`src/rtl/morse_element_classifier.sv`:
```
// morse_element_classifier: times key marks/spaces in Morse units
// and emits dot/dash symbols plus letter-end / word-end pulses.
// Ports: clk, resetn (async low), key_i (raw key, 1 = pressed);
//   sym_valid_o/sym_dash_o symbol event, letter_end_o, word_end_o
//   one-cycle gap events, busy_o high whenever not IDLE.
module morse_element_classifier #(
  parameter int UNIT_TICKS       = 5_000_000,
  parameter int DASH_UNITS       = 2,
  parameter int LETTER_GAP_UNITS = 2,
  parameter int WORD_GAP_UNITS   = 5,
  parameter int MAX_UNITS        = 15
) (
  input  logic clk,
  input  logic resetn,
  input  logic key_i,
  output logic sym_valid_o,
  output logic sym_dash_o,
  output logic letter_end_o,
  output logic word_end_o,
  output logic busy_o
);

  localparam int TW = $clog2(UNIT_TICKS);
  localparam int UW = $clog2(MAX_UNITS + 1);

  localparam logic [TW-1:0] TLAST = TW'(UNIT_TICKS - 1);
  localparam logic [UW-1:0] UMAX  = UW'(MAX_UNITS);
  localparam logic [UW-1:0] UDASH = UW'(DASH_UNITS);
  localparam logic [UW-1:0] ULET  = UW'(LETTER_GAP_UNITS);
  localparam logic [UW-1:0] UWRD  = UW'(WORD_GAP_UNITS);

  typedef enum logic [1:0] {
    IDLE    = 2'd0,
    MARK    = 2'd1,
    SPACE_L = 2'd2,
    SPACE_W = 2'd3
  } state_t;

  logic          r_k1, r_k2, r_k3;
  logic          w_rise, w_fall, w_edge;
  logic          w_last, w_unit_tick;
  logic [TW-1:0] r_tick;
  logic [UW-1:0] r_units;
  logic [UW-1:0] w_units_eff;
  state_t        r_state, w_state_n;
  logic          w_sym_n, w_dash_n;
  logic          w_let_n, w_word_n;

  always_ff @(posedge clk or negedge resetn) begin
    if (!resetn) begin
      r_k1 <= 1'b0;
      r_k2 <= 1'b0;
      r_k3 <= 1'b0;
    end else begin
      r_k1 <= key_i;
      r_k2 <= r_k1;
      r_k3 <= r_k2;
    end
  end

  assign w_rise      = r_k2 & ~r_k3;
  assign w_fall      = ~r_k2 & r_k3;
  assign w_edge      = w_rise | w_fall;
  assign w_last      = (r_tick == TLAST);
  assign w_unit_tick = w_last & ~w_edge;

  always_ff @(posedge clk or negedge resetn) begin
    if (!resetn) begin
      r_tick <= '0;
    end else if (w_edge || w_last) begin
      r_tick <= '0;
    end else begin
      r_tick <= r_tick + TW'(1);
    end
  end

  always_ff @(posedge clk or negedge resetn) begin
    if (!resetn) begin
      r_units <= '0;
    end else if (w_edge) begin
      r_units <= '0;
    end else if (w_unit_tick && r_units != UMAX) begin
      r_units <= r_units + UW'(1);
    end
  end

  // The fall cycle itself closes a unit when the prescaler sits on its
  // last tick; counting it makes a D-cycle mark worth floor(D/UNIT) units.
  assign w_units_eff = (w_last && r_units != UMAX) ?
                       r_units + UW'(1) : r_units;

  always_comb begin
    w_state_n = r_state;
    w_sym_n   = 1'b0;
    w_dash_n  = sym_dash_o;
    w_let_n   = 1'b0;
    w_word_n  = 1'b0;
    unique case (r_state)
      IDLE: begin
        if (w_rise) w_state_n = MARK;
      end
      MARK: begin
        if (w_fall) begin
          w_state_n = SPACE_L;
          w_sym_n   = 1'b1;
          w_dash_n  = (w_units_eff >= UDASH);
        end
      end
      SPACE_L: begin
        if (w_rise) begin
          w_state_n = MARK;
        end else if (r_units == ULET) begin
          w_state_n = SPACE_W;
          w_let_n   = 1'b1;
        end
      end
      SPACE_W: begin
        if (w_rise) begin
          w_state_n = MARK;
        end else if (r_units == UWRD) begin
          w_state_n = IDLE;
          w_word_n  = 1'b1;
        end
      end
    endcase
  end

  always_ff @(posedge clk or negedge resetn) begin
    if (!resetn) begin
      r_state      <= IDLE;
      sym_valid_o  <= 1'b0;
      sym_dash_o   <= 1'b0;
      letter_end_o <= 1'b0;
      word_end_o   <= 1'b0;
    end else begin
      r_state      <= w_state_n;
      sym_valid_o  <= w_sym_n;
      sym_dash_o   <= w_dash_n;
      letter_end_o <= w_let_n;
      word_end_o   <= w_word_n;
    end
  end

  assign busy_o = (r_state != IDLE);

endmodule

```
`config.mk`:
```
export PLATFORM = sky130hd
export DESIGN_NAME = morse_element_classifier
export DESIGN_NICKNAME = d
export VERILOG_FILES = /design/src/rtl/morse_element_classifier.sv
export SDC_FILE = /design/constraint.sdc
export NUM_CORES = 1
export LEC_CHECK = 0
export CAP_MARGIN = 10
export CORE_ASPECT_RATIO = 1.75
export CORE_MARGIN = 3
export CORE_UTILIZATION = 64
export CTS_CLUSTER_DIAMETER = 40
export DETAILED_ROUTE_END_ITERATION = 8
export MAX_ROUTING_LAYER = met4
export PLACE_DENSITY = 0.84
export SLEW_MARGIN = 20
export SYNTH_ARGS = -nofsm -noshare
export SYNTH_HDL_FRONTEND = slang
export SYNTH_SLANG_ARGS = --single-unit
```
`constraint.sdc`:
```
create_clock -name clk -period 5.21 [get_ports clk]
set_input_delay 0.7815 -clock clk [delete_from_list [all_inputs] [get_ports clk]]
set_output_delay 0.7815 -clock clk [all_outputs]
set_load 0.005 [all_outputs]
```
# --- Word level (Yosys, flattened, before mapping) ---
# Cells that the tools add are included.
# W data, S select, Z words.
totals:
  reg_bits: 36
  output_inout_bits: 5
op_classes:
  addsub: 2
  n_reduce_logical: 8
  bitwise: 7
  magnitude_cmp: 1
  n_eq_ne: 11
  n_mux: 19
ops:
  columns: ["op", "n"]
  rows:
  - ["$add A23 B1 Y23 const B", 1]
  - ["$eq A23 B23 Y1 const B", 1]
  - ["$mux W23", 1]
  - ["$mux W2", 6]
  - ["$mux W4", 3]
  - ["$mux W1", 8]
  - ["$pmux W2 S4", 1]
  - ["$ne A3 B3 Y1 const B", 2]
  - ["$add A4 B1 Y4 const B", 1]
  - ["$eq A2 B2 Y1 const B", 2]
  - ["$eq A4 B2 Y1 const B", 1]
  - ["$eq A4 B3 Y1 const B", 1]
  - ["$ge A4 B2 Y1 const B", 1]
  - ["$ne A2 B2 Y1 const B", 2]
  - ["$ne A4 B4 Y1 const B", 1]
  - ["$reduce_and A4 Y1", 1]
  - ["$reduce_bool A2 Y1", 2]
  - ["$and A1 B1 Y1", 3]
  - ["$not A1 Y1", 3]
  - ["$eq A2 B1 Y1 const B", 1]
  - ["$logic_and A1 B1 Y1", 2]
  - ["$logic_not A2 Y1", 1]
  - ["$reduce_and A2 Y1", 1]
  - ["$logic_or A1 B1 Y1", 1]
  - ["$or A1 B1 Y1", 1]

# --- Longest topological paths before layout ---
# Gate-level depths: netlist of run 1.
depth:
  depth_word: 8
  depth_mapped: 7
  ltp_nobuf: 6

# --- Worst setup path before layout of run 1 ---
# OpenSTA, ideal clock, no wires.
synth_timing:
  path_kind: "register to register"
  start: "register r_tick[0]"
  end: "register sym_dash_o"
  setup_ns: 0.084
  path_stages_with_launch: 7
  setup_slack_ns: 3.417
  synth_period_minus_slack_ns: 1.793
  path_buffers: 0
  t_arrival_ns: 1.709
  path_cell_list: "dfrtp_1 > ha_1 > and2_1 > nand4_2 > and4bb_2 > mux2_4 > a41oi_2"
synth_between:
  elab_chain_cells: 4
synth_lines:
  columns: ["item", "line", "text"]
  rows:
  - ["start, declared", "42", "logic [TW-1:0] r_tick;"]
  - ["start signal, assigned", "73", "r_tick <= r_tick + TW'(1);"]
  - ["$eq A23 B23 Y1", "64", "assign w_last = (r_tick == TLAST);"]
  - ["$logic_and A1 B1 Y1", "89", "assign w_units_eff = (w_last && r_units != UMAX) ?"]
  - ["$mux W4", "89", null]
  - ["$ge A4 B2 Y1", "106", "w_dash_n = (w_units_eff >= UDASH);"]
  - ["end signal, assigned", "138", "sym_dash_o <= w_dash_n;"]
  - ["end, declared", "17", "output logic sym_dash_o,"]
# Every way passes these cells.
# A chain may end at the register's enable or synchronous reset.

# --- Worst setup path in the final report of run 1 ---
layout_timing:
  start: "register r_state[1]"
  end: "output busy_o"
layout_between:
  elab_chain_cells: 1
layout_lines:
  columns: ["item", "line", "text"]
  rows:
  - ["start, declared", "45", "state_t r_state, w_state_n;"]
  - ["start signal, assigned", "136", "r_state <= w_state_n;"]
  - ["$reduce_bool A2 Y1", "144", "assign busy_o = (r_state != IDLE);"]
  - ["end, declared", "20", "output logic busy_o"]
# Every way passes these cells.

==> run summary, run 1 <==
================================================================================
Global placement routability congestion ...........................        0.815
Clock insertion delay at the later pin of the skew report .........      0.29 ns
Multi-input gate area .............................................     868 um^2
Cell types with the largest area share after synthesis ............ dfrtp_1 49%, xnor2_1 9.0%, nor2_1 7.3%, ha_1 4.1%, nand3_1 2.7%
Worst min-delay path endpoint ..................................... r_k2$_DFF_PN0_
Clock Pin Slew Worst Setup and Hold Paths .........................      0.07 ns
Per-instance average area after synthesis .........................    10.1 um^2
Worst Reg-to-Reg Cells ............................................            6
Floorplan Core Area ............................................... 0.00272 mm^2
Fin. max-slew vios ................................................            0
Count of synthesis-stage warnings from yosys ......................            0
Area taken by flip-flops and latches ..............................     901 um^2
Startpoint class of the critical path .............................    flip-flop
First-pass GRT wire length ........................................      5660 um
Final worst hold slack ............................................     0.356 ns
Layout filler cell count ..........................................          208
Chain of cells forming the critical path .......................... or2_2 > clkdlybuf4s50_1
Reg-to-Reg End .................................................... r_tick[21]$_DFF_PN0_
CP endpoint kind .................................................. primary output
Routed wire length per instance ...................................      15.0 um
Maximum clock skew at final layout ................................   0.00580 ns
Fraction of registers with async set or reset after synthesis .....         100%
Final hold violation count ........................................            0
Placed cell areas ................................................. 0.00193 mm^2
Final routed wirelength across all metal layers ...................      3340 um
Ports .............................................................            8
Gate count after technology mapping ...............................          182
Count of distinct cell types in the synthesized netlist ...........           33
Post-layout min period ............................................      2.25 ns
Longest Clk Path Bufs .............................................            2
Static leakage ....................................................  0.000850 uW
Sinks on the clock net ............................................           36
RSZ-0062 raised after global routing ..............................           no
Clock tree from TritonCTS .........................................         done
Nets in the synthesized netlist ...................................          191
Worst endpoint data arrival time ..................................      1.47 ns
Cell type contributing the most total cell area after synthesis ...      dfrtp_1
Post-synth top area share .........................................        48.9%
Post-DRT Antenna Nets .............................................            0
Cell with the largest stage delay on the worst path ............... clkdlybuf4s50_1
Setup Fix Bufs, Post-CTS ..........................................            0
H-tree level count ................................................            2
Highest cell delay on the worst timing path .......................      0.45 ns
Kind of path behind the tightest hold check ....................... flip-flop to flip-flop
Top post-synthesis cells by count ................................. 36 x dfrtp_1, 36 x nor2_1, 19 x xnor2_1
Total Routing Usage GR ............................................        22.2%
Setup TNS .........................................................         0 ns
Final net count ...................................................          203
Initial standard-cell utilization of the core .....................        67.6%
Worst ir drop on vdd ..............................................   0.000171 V
Final cycle utilization of the critical path ......................        43.3%
Hold path startpoint .............................................. r_k1$_DFF_PN0_
Starting DRT DRC Count ............................................           47
Worst-path maximum fanout .........................................            6
Number of synthesized register bits ...............................           36
Count of final setup violators ....................................            0
HPWL Detailed .....................................................      2420 um
Slew @ Worst Pin ..................................................     0.505 ns
Buffer type at the clock tree root ................................     clkbuf_8
Max Cap Viol ......................................................            0
Via count normalized by instance count ............................         6.03
Primary flip-flop cell chosen by synthesis mapping ................      dfrtp_1
Number of antenna violations at the first check in global routing .            0
Power per Cell Area ...............................................  291 mW/mm^2
Beginning of the worst register-to-register path .................. r_tick[0]$_DFF_PN0_
Synthesized cell area ............................................. 0.00184 mm^2
Post-route DRC ....................................................            0
Launch point of the critical path ................................. r_state[1]$_DFFE_PN0P_
Worst slew slack as a fraction of its limit .......................        66.2%
Share of the yosys chip area belonging to registers ...............        48.9%
Layout-stage area growth over the synthesis result ................        9.65%
Maximum number of pins on one net before global-route repair ......           37
Instance count along the most critical hold path ..................            0
Ratio of cells with drive above 1 in the final layout .............        10.8%
Achievable clock frequency ........................................      443 MHz
Critical setup path kind .......................................... flip-flop to primary output
Horizontal extent of the die ......................................      46.5 um
Ant diodes ........................................................            0
Number of CTS-inserted buffers ....................................            5
Result of the run .................................................    completed
Count of standard-cell rows .......................................           25
First-pass iteration count of the detailed router .................            4
Overflow after GRT ................................................            0
Crit path required time ...........................................      4.43 ns
Buffers added on ports ............................................            7
Die Ht ............................................................      76.9 um
Post-cts resize count .............................................            0
R2R Setup Slk .....................................................      3.15 ns
Area of all placed cells without fillers .......................... 0.00202 mm^2
Number of synthesized flops with an enable pin ....................            0
Hold buffers post-CTS .............................................            0
Die footprint ..................................................... 0.00358 mm^2
Vias ..............................................................         1338
Vias in the first global route ....................................         1350
================================================================================
## report_power, final
| part | switching, uW | internal, uW |
|---|---|---|
| clock network | 98.1 | 105 |
| logic | 33.2 | 35.1 |
| registers | 18.5 | 296 |
## layout make-up
cell class / count / area share [%]
Tap cell: 27 / 1.67
Clock buffer: 6 / 4.09
Clock inverter: 2 / 0.496
Sequential cell: 36 / 44.6
Multi-Input combinational cell: 131 / 43.0
Inverter: 12 / 2.23
Timing Repair Buffer: 8 / 3.84
## metal layers
layer | track usage (%) | share of wire, %
met2 | 37.3 | 56
met5 | - | 0
met4 | 10.5 | 2.5
met3 | 5.16 | 3.2
met1 | 22.7 | 39
## layout by cell type (no fill, tap or decap), types with 3 or more instances in the layout
cell and count:
ha_1 6, nor2_1 36, inv_1 12, dfrtp_1 36, xor2_1 3, nor3_1 6, nor4_1 8, nand4_2 3
nand3_1 10, nand4_1 4, clkdlybuf4s50_1 7, a21oi_1 3, nand2_1 9, clkbuf_8 6, xnor2_1 19
## metrics by stage
step	cells	total power, uW	worst slack, ns	util (%)
after floorplan	182	357	3.42	-
after global placement	214	385	3.28	70.8
after detailed placement	214	389	3.16	70.8
after CTS	222	595	2.94	74.2
after global routing	222	616	2.90	74.2
final	222	587	2.96	74.2
## cells by family (layout without fill, tap and decap cells)
logic type                 after synthesis  after routing  share of synthesized area, %
muxes                                    2              2                          1.36
and+or+nand+nor                         92             92                          27.7
buffers and inverters                   15             28                          3.87
adders and majority gates                6              6                          4.08
DFF                                     36             36                          48.9
AOI/OAI and AO/OA                        9              9                          3.53
xor gates and xnor gates                22             22                          10.5
## sequential cells by signal (all words and copies together) (netlist names)
signal	count
letter_end_o	1
r_tick	23
sym_valid_o	1
word_end_o	1
r_k3	1
r_state	2
r_units	4
sym_dash_o	1
r_k1	1
r_k2	1
## how the worst max path moves through the flow
| stage | slack (ns) | cells past startpoint | to |
|---|---|---|---|
| floorplan | 3.42 | 6 | sym_dash_o$_DFFE_PN0P_ |
| global placement | 3.28 | 5 | r_tick[5]$_DFF_PN0_ |
| detailed placement | 3.16 | 6 | r_tick[21]$_DFF_PN0_ |
| CTS | 2.94 | 2 | busy_o |
| global route | 2.90 | 2 | busy_o |
| finish | 2.96 | 2 | busy_o |
## worst max-delay path, delay by kind of cell, from the launching register on
family | cells | cell delay, ns
buffers and inverters | 1 | 0.45
DFF | 1 | 0.43
and+or+nand+nor | 1 | 0.30
Note: power is estimated with default switching activity, not from simulation.
==> inputs of run 2 (changes only) <==
- CORE_UTILIZATION: 64 -> 59
- PLACE_DENSITY: 0.84 -> 0.78
- clock period: 5.21 -> 2.4 ns (I/O delays scaled with it)
==> run 2 against run 1 <==
Net effect: global-route usage is 1.4 points lower; critical endpoint is now r_tick[15]$_DFF_PN0_; sequential power is 120% higher; clock power is 94% higher; utilization is 5.9 points lower; via count is 2.5% lower.
==> run summary, run 2 (same netlist as run 1, synthesis figures left out) <==
================================================================================
Result of the run .................................................    completed
Worst ir drop on vdd ..............................................   0.000379 V
Area taken by flip-flops and latches ..............................     901 um^2
CP endpoint kind ..................................................    flip-flop
Post-cts resize count .............................................            0
Worst-path maximum fanout .........................................           23
Count of final setup violators ....................................            0
First-pass GRT wire length ........................................      5490 um
Multi-input gate area .............................................     868 um^2
Final worst hold slack ............................................     0.354 ns
Ant diodes ........................................................            0
HPWL Detailed .....................................................      2400 um
Final cycle utilization of the critical path ......................        85.1%
Ratio of cells with drive above 1 in the final layout .............        9.79%
Hold buffers post-CTS .............................................            0
Final cell count without fillers ..................................          236
Overflow after GRT ................................................            0
Kind of path behind the tightest hold check ....................... flip-flop to flip-flop
Buffer type at the clock tree root ................................     clkbuf_8
Count of standard-cell rows .......................................           26
Max reg flops .....................................................           23
Final routed wirelength across all metal layers ...................      3310 um
Slew @ Worst Pin ..................................................     0.499 ns
Worst Reg-to-Reg Cells ............................................            6
Final hold violation count ........................................            0
Buffers added on ports ............................................            7
Worst endpoint data arrival time ..................................      2.19 ns
Die footprint ..................................................... 0.00385 mm^2
Final Util ........................................................        68.3%
Ports .............................................................            8
Setup Fix Bufs, Post-CTS ..........................................            0
Crit path required time ...........................................      2.55 ns
Post-route DRC ....................................................            0
Reg-to-Reg End .................................................... r_tick[15]$_DFF_PN0_
H-tree level count ................................................            2
Initial standard-cell utilization of the core .....................        62.2%
Final net count ...................................................          203
Total Routing Usage GR ............................................        20.8%
Startpoint class of the critical path .............................    flip-flop
Clock insertion delay at the later pin of the skew report .........      0.29 ns
Sinks on the clock net ............................................           36
Setup TNS .........................................................         0 ns
Number of antenna violations at the first check in global routing .            0
Achievable clock frequency ........................................      490 MHz
Vias in the first global route ....................................         1316
Post-layout min period ............................................      2.04 ns
Instance count along the most critical hold path ..................            0
First-pass iteration count of the detailed router .................            4
Number of cells in the design after placement .....................          229
RSZ-0062 raised after global routing ..............................           no
Clock tree from TritonCTS .........................................         done
Die Ht ............................................................      79.9 um
Register with the most flip-flops .................................       r_tick
Vias ..............................................................         1304
Fin. max-slew vios ................................................            0
Routed wire length per instance ...................................      14.0 um
Number of CTS-inserted buffers ....................................            5
Post-DRT Antenna Nets .............................................            0
Most frequent cells in the layout ................................. 36 x nor2_1, 36 x dfrtp_1, 19 x xnor2_1, 12 x inv_1, 10 x nand3_1
Beginning of the worst register-to-register path .................. r_tick[0]$_DFF_PN0_
Worst slew slack as a fraction of its limit .......................        66.7%
Layout-stage area growth over the synthesis result ................        9.86%
Power per Cell Area ...............................................  607 mW/mm^2
R2R Setup Slk .....................................................      0.36 ns
Floorplan Core Area ............................................... 0.00296 mm^2
Biggest registers after layout .................................... r_tick x23, r_units x4, r_state x2
Clock Pin Slew Worst Setup and Hold Paths .........................      0.07 ns
Static leakage ....................................................  0.000840 uW
Via count normalized by instance count ............................         5.53
Longest Clk Path Bufs .............................................            2
Hold path startpoint .............................................. r_k1$_DFF_PN0_
Layout filler cell count ..........................................          236
Worst min-delay path endpoint ..................................... r_k2$_DFF_PN0_
Global placement routability congestion ...........................        0.797
Horizontal extent of the die ......................................      48.2 um
Critical setup path kind .......................................... flip-flop to flip-flop
Starting DRT DRC Count ............................................           37
Max Cap Viol ......................................................            0
Maximum number of pins on one net before global-route repair ......           37
Maximum clock skew at final layout ................................   0.00512 ns
================================================================================
run 2: changes by cell type in the layout (fill, tap and decap cells not counted), sizes merged:
cell	delta
clkinv	-1
run 2: layer usage:
metal / up-vias / part of all wire, % / global-route usage (%)
li1: 641 / - / -
met1: 633 / 39 / 22.0
met2: 21 / 56 / 34.2
met3: 9 / 3.0 / 3.61
met4: 0 / 2.2 / 11.6
met5: - / 0 / -
run 2: worst max path at each step:
| stage | slack [ns] | end | depth (start not counted) | start |
|---|---|---|---|---|
| 2_1_floorplan | 0.61 | sym_dash_o$_DFFE_PN0P_ | 6 | r_tick[0]$_DFF_PN0_ |
| 3_3_place_gp | 0.45 | r_tick[5]$_DFF_PN0_ | 6 | r_tick[0]$_DFF_PN0_ |
| 3_5_place_dp | 0.35 | r_tick[15]$_DFF_PN0_ | 6 | r_tick[0]$_DFF_PN0_ |
| 4_1_cts | 0.33 | r_tick[15]$_DFF_PN0_ | 6 | r_tick[0]$_DFF_PN0_ |
| 5_1_grt | 0.16 | r_tick[15]$_DFF_PN0_ | 6 | r_tick[0]$_DFF_PN0_ |
| 6_report | 0.36 | r_tick[15]$_DFF_PN0_ | 6 | r_tick[0]$_DFF_PN0_ |
run 2: metrics by stage:
stage	instance area, um^2	total power (uW)	setup WS (ns)
after CTS	2020	1240	0.331
after floorplan	1840	775	0.607
final	2020	1230	0.358
after global routing	2020	1300	0.155
after global placement	1940	839	0.454
after detailed placement	1940	845	0.346
run 2: cell type report:
class	count	share of cell area [%]
Multi-Input combinational cell	131	42.9
Inverter	12	2.23
Timing Repair Buffer	8	3.84
Sequential cell	36	44.6
Tap cell	42	2.60
Clock buffer	6	3.59
Clock inverter	1	0.248
run 2: worst max-delay path: stages (launching register included):
cell and delay [ns]:
dfrtp_1 0.43, ha_1 0.22, and2_1 0.17, nand4_2 0.16
nor4_2 0.35, nand2b_2 0.47, nor2_1 0.11
run 2: power breakdown:
part           total, uW  internal (uW)  switching, uW
Sequential           683            644           38.9
Combinational        147           75.8           71.6
Clock                396            197            199
